File: src/rtl/cpu_pkg.sv
// Shared CPU definitions: datapath width, word type and PC operation codes.
package cpu_pkg;

  localparam int unsigned DATA_W = 8;

  typedef logic [DATA_W-1:0] word_t;

  // One resolved PC action per cycle, produced by the strobe priority decoder.
  typedef enum logic [2:0] {
    PC_HOLD,
    PC_INCR,
    PC_LOAD,
    PC_CALL,
    PC_RET
  } pc_op_e;

endpackage

File: src/rtl/ras_stack.sv
// Return-address LIFO. A push while full and a pop while empty are ignored;
// the owner decides how to flag them. Entry contents are not reset.
module ras_stack #(
  parameter int unsigned WIDTH = 8,
  parameter int unsigned DEPTH = 4
) (
  input  logic                       i_clk,
  input  logic                       i_reset,
  input  logic                       i_push,
  input  logic                       i_pop,
  input  logic [WIDTH-1:0]           i_data,
  output logic [WIDTH-1:0]           o_top,
  output logic                       o_full,
  output logic                       o_empty,
  output logic [$clog2(DEPTH):0]     o_depth
);

  localparam int unsigned PTR_W = $clog2(DEPTH);
  localparam int unsigned CNT_W = PTR_W + 1;

  logic [WIDTH-1:0] mem_q [DEPTH];
  logic [CNT_W-1:0] depth_q, depth_d;
  logic [PTR_W-1:0] wr_idx, top_idx;
  logic             do_push, do_pop;

  assign o_full  = (depth_q == CNT_W'(DEPTH));
  assign o_empty = (depth_q == '0);
  assign do_push = i_push && !o_full;
  assign do_pop  = i_pop && !o_empty;
  assign wr_idx  = depth_q[PTR_W-1:0];
  assign top_idx = wr_idx - 1'b1;
  assign o_top   = mem_q[top_idx];
  assign o_depth = depth_q;

  // Depth counter next state: push and pop are never requested together.
  always_comb begin
    depth_d = depth_q;
    if (do_push) begin
      depth_d = depth_q + 1'b1;
    end else if (do_pop) begin
      depth_d = depth_q - 1'b1;
    end
  end

  // Depth register with synchronous reset.
  always_ff @(posedge i_clk) begin
    if (i_reset) begin
      depth_q <= '0;
    end else begin
      depth_q <= depth_d;
    end
  end

  // Entry storage, written only on an accepted push.
  always_ff @(posedge i_clk) begin
    if (!i_reset && do_push) begin
      mem_q[wr_idx] <= i_data;
    end
  end

endmodule

File: src/rtl/program_counter.sv
// Fetch-address register with load/increment strobes, bus drive and a small
// hardware return-address stack for call/ret microcode.
module program_counter
  import cpu_pkg::*;
#(
  parameter int unsigned WIDTH       = DATA_W,
  parameter int unsigned STACK_DEPTH = 4
) (
  input  logic                           i_clk,
  input  logic                           i_reset,
  input  logic [WIDTH-1:0]               i_bus,
  input  logic                           i_ctrlLoadPC,
  input  logic                           i_ctrlIncrPC,
  input  logic                           i_ctrlPCNOe,
  input  logic                           i_ctrlCall,
  input  logic                           i_ctrlRet,
  input  logic                           i_hlt,
  output logic [WIDTH-1:0]               o_address,
  output logic [WIDTH-1:0]               o_bus,
  output logic                           o_busNoe,
  output logic [$clog2(STACK_DEPTH):0]   o_stackDepth,
  output logic                           o_stackErr
);

  pc_op_e           op;
  logic [WIDTH-1:0] pc_q, pc_d;
  logic             err_q, err_d;
  logic [WIDTH-1:0] stk_top;
  logic             stk_full, stk_empty;
  logic             stk_push, stk_pop;

  // Strobe priority: hlt > ret > call > load > incr.
  always_comb begin
    op = PC_HOLD;
    if (i_hlt) begin
      op = PC_HOLD;
    end else if (i_ctrlRet) begin
      op = PC_RET;
    end else if (i_ctrlCall) begin
      op = PC_CALL;
    end else if (i_ctrlLoadPC) begin
      op = PC_LOAD;
    end else if (i_ctrlIncrPC) begin
      op = PC_INCR;
    end
  end

  assign stk_push = (op == PC_CALL);
  assign stk_pop  = (op == PC_RET);

  ras_stack #(
    .WIDTH (WIDTH),
    .DEPTH (STACK_DEPTH)
  ) u_ras (
    .i_clk   (i_clk),
    .i_reset (i_reset),
    .i_push  (stk_push),
    .i_pop   (stk_pop),
    .i_data  (pc_q),
    .o_top   (stk_top),
    .o_full  (stk_full),
    .o_empty (stk_empty),
    .o_depth (o_stackDepth)
  );

  // Next PC and sticky error from the resolved operation.
  always_comb begin
    pc_d  = pc_q;
    err_d = err_q;
    unique case (op)
      PC_INCR: pc_d = pc_q + 1'b1;
      PC_LOAD: pc_d = i_bus;
      PC_CALL: begin
        pc_d = i_bus;
        if (stk_full) err_d = 1'b1;
      end
      PC_RET: begin
        if (stk_empty) begin
          err_d = 1'b1;
        end else begin
          pc_d = stk_top;
        end
      end
      default: pc_d = pc_q;
    endcase
  end

  // PC and error registers with synchronous reset.
  always_ff @(posedge i_clk) begin
    if (i_reset) begin
      pc_q  <= '0;
      err_q <= 1'b0;
    end else begin
      pc_q  <= pc_d;
      err_q <= err_d;
    end
  end

  assign o_address  = pc_q;
  assign o_bus      = pc_q;
  assign o_busNoe   = i_ctrlPCNOe;
  assign o_stackErr = err_q;

endmodule

File: config.mk
export PLATFORM = sky130hd
export DESIGN_NAME = program_counter
export DESIGN_NICKNAME = d
export VERILOG_FILES = /design/src/rtl/cpu_pkg.sv /design/src/rtl/ras_stack.sv /design/src/rtl/program_counter.sv
export SDC_FILE = /design/constraint.sdc
export NUM_CORES = 1
export LEC_CHECK = 0
export CAP_MARGIN = 5
export CORE_MARGIN = 8
export CORE_UTILIZATION = 33
export CTS_BUF_LIST = sky130_fd_sc_hd__clkbuf_8
export CTS_CLUSTER_DIAMETER = 40
export DETAILED_ROUTE_END_ITERATION = 10
export PLACE_DENSITY = 0.55
export SLEW_MARGIN = 20
export SYNTH_ARGS = -nofsm -noshare
export SYNTH_HDL_FRONTEND = slang
export SYNTH_SLANG_ARGS = --single-unit
File: constraint.sdc
create_clock -name i_clk -period 3.8 [get_ports i_clk]
set_input_delay 0.95 -clock i_clk [delete_from_list [all_inputs] [get_ports i_clk]]
set_output_delay 0.95 -clock i_clk [all_outputs]
set_load 0.02 [all_outputs]
==> summary.txt <==
Critical path
  – CP endpoint kind: register
  – Worst Path Required: 4.01 ns
  – Max incr delay on CP: 0.57 ns
  – Delay-heaviest family, CP: simple AND/OR/NAND/NOR gates
  – Buf/Inv on CP: 1
  – R2r startpoint: u_ras.o_depth[1]
  – Cells along the critical path: clkdlybuf4s50_1, nor3b_1, nand2_1, fa_1, nor2_1, a221oi_1, a211oi_1
  – Register-to-register setup slack: 1.65 ns
  – Crit path max fanout: 8
  – Critical path class: input port to register
  – Slowest CP cell: clkdlybuf4s50_1
  – Worst flop-to-flop path endpoint: o_address[5]
  – Critical path data arrival time: 2.95 ns
  – Crit start category: input port
  – Worst Reg-to-Reg Cells: 5

Synthesis
  – Largest area contributor in the netlist: edfxtp_1
  – Post-synthesis sequential area ratio: 0.557
  – Yosys reg bits: 44
  – Post-synthesis cell area: 2160 um^2
  – Syn Nets: 187
  – Largest cells by area after synthesis: edfxtp_1 (45%), dfxtp_1 (11%), mux4_2 (8.3%)
  – Cells after Synth: 165
  – Synth cell count leaders: edfxtp_1 (32), nand2_1 (13), dfxtp_1 (12), nor2_1 (12), buf_4 (9)
  – Synth top area share: 0.445
  – Synthesis warning total: 0
  – Synth cell types: 45
  – Synth Flop Type: edfxtp_1
  – Avg Cell Area, Syn: 13.1 um^2
  – Most common cell in the netlist: edfxtp_1
  – Post-synth EDFFs: 32
  – Async set-reset flop share out of synthesis: 0

Finish
  – Area Overhead vs Synth: 21.6%
  – Net count, final: 216
  – Inserted Diodes: 0
  – Post-route insts no fill: 272
  – Share of cells above drive strength 1: 0.133

Global route
  – GRT Overall Usage: 0.109
  – Initial antenna violation count: 0
  – GRT overflow: 0
  – Largest net degree at the start of global routing: 16
  – First-pass GRT wire length: 8120 um
  – Vias in the first global route: 1501

Timing
  – Setup TNS: 0 ns
  – FMAX: 0.364 GHz
  – Crit share post-route: 0.723
  – Clock Skews: 0.00904 ns
  – Unrepaired setup endpoints after global routing: false
  – Final hold vios: 0
  – Worst Tran Pin Value: 0.789 ns
  – Count of final max-slew check failures: 0
  – Slew margin rel.: 0.474
  – Final min period: 2.75 ns
  – Setup-failing EPs final: 0

Die
  – Initial core utilization: 0.340
  – Rows: 29
  – Die W: 96.9 um
  – Core Area: 6350 um^2
  – Top Ports: 37
  – Die area: 9380 um^2
  – Chip Height: 96.9 um

Placement
  – DPL Wire Length: 3790 um
  – Dpl cells: 264
  – GP Congestion: 0.776
  – IO buf count: 34

Clock network
  – Num CTS Buffers: 5
  – CTS tree: done
  – Clock H-tree levels: 2
  – Clk pin slew, worst setup/hold paths: 0.08 ns
  – Cts hold-fix bufs: 0
  – CTS Root Cell: clkbuf_8
  – Resize count post-CTS: 0
  – Clk_lat worst skew: 0.30 ns
  – # Post-CTS Setup Buffers: 0
  – Buffer depth of the longest clock path: 2
  – # clock sinks: 44

Detailed routing
  – # DRC: 0
  – Routed length per placed instance: 18.5 um
  – Vias/cell: 5.39
  – Post-Route WL: 5030 um
  – Drt first pass iters: 4
  – Antenna viol nets, final: 0
  – Iter 0 DRT Violations: 110
  – Via count: 1466

Power
  – Maximum vdd drop: 0.202 mV
  – Power Dens Cells: 431 nW/um^2
  – Leak: 0.847 nW

Hold path
  – Hold Path Sink: o_stackErr
  – Min-delay src: o_stackErr
  – Hold path depth: 2
  – Min-Delay Path Class: register to register

Flow run
  – Max_cap viols: 0

Outcome
  – Status: finished, final reports clean
## metal layers
metal / vias up / track usage / share of wire
li1: 681 / - / -
met1: 730 / 0.131 / 0.42
met2: 48 / 0.173 / 0.49
met3: 7 / 0.0427 / 0.071
met4: 0 / 0.0367 / 0.016
met5: - / 0 / 0
## worst min-delay path, cell delays in order, from the launching register on
cell     delay [ns]
dfxtp_1        0.34
a21oi_1        0.05
nor2_1         0.07
## layout by cell type, fill, tap and decap left out, drive strengths merged, types with 5 or more instances in the layout
cell           Yosys  routed
clkdlybuf4s50      0      34
edfxtp            32      32
nor2              14      14
nand2             13      13
dfxtp             12      12
inv                8       8
mux4               8       8
nand3              6       6
and2               5       5
ha                 5       5
clkbuf             2       5
## where the power goes
group / total [mW] / switching (mW) / internal, mW / leakage (nW)
logic: 0.214 / 0.109 / 0.105 / 0.396
clock network: 0.350 / 0.155 / 0.194 / 0.0541
registers: 0.567 / 0.0332 / 0.534 / 0.397
## cell families after synthesis
| kind of cell | after synthesis | synth area share |
|---|---|---|
| simple gates | 49 | 0.115 |
| flops | 44 | 0.557 |
| compound gates | 29 | 0.117 |
| buf+inv | 22 | 0.0586 |
| mux | 12 | 0.103 |
| fa+ha+maj | 6 | 0.0383 |
| xor+xnor | 3 | 0.0122 |
## metrics by stage
| step | hold slack (ns) | power [mW] | utilization | setup slack [ns] | instance area (um^2) |
|---|---|---|---|---|---|
| 6_report | 0.485 | 1.13 | 0.413 | 1.05 | 2630 |
| 3_5_place_dp | 0.476 | 0.796 | 0.396 | 0.766 | 2510 |
| 2_1_floorplan | 0.570 | 0.711 | - | 1.46 | 2160 |
| 5_1_grt | 0.510 | 1.19 | 0.413 | 0.943 | 2630 |
| 3_3_place_gp | 0.453 | 0.791 | 0.396 | 0.798 | 2510 |
| 4_1_cts | 0.496 | 1.14 | 0.413 | 1.07 | 2630 |
## worst max-delay path by stage
| stage | startpoint | to | slack, ns | depth (start not counted) |
|---|---|---|---|---|
| after detailed placement | i_ctrlRet | u_ras.o_depth[2] | 0.77 | 7 |
| after global routing | i_ctrlRet | u_ras.o_depth[2] | 0.94 | 7 |
| after floorplan | u_ras.o_depth[0] | o_address[6] | 1.46 | 8 |
| final | i_ctrlRet | u_ras.o_depth[2] | 1.05 | 7 |
| after global placement | i_hlt | u_ras.o_depth[2] | 0.80 | 7 |
| after CTS | i_ctrlRet | u_ras.mem_q[2][7] | 1.07 | 5 |
## layout make-up
class | instances | area (um^2)
inverter | 8 | 30.0
timing repair buffer | 36 | 355
fill | 593 | 3720
tap | 77 | 96.3
multi-input combinational | 99 | 831
clock buffer | 5 | 68.8
clock inverter | 3 | 42.5
sequential | 44 | 1200
## registers in the layout, summed over array words and instances (netlist names)
signal         count
u_ras.o_depth      3
o_stackErr         1
o_address          8
u_ras.mem_q       32
No activity file was read; power rests on OpenSTA's default activity.
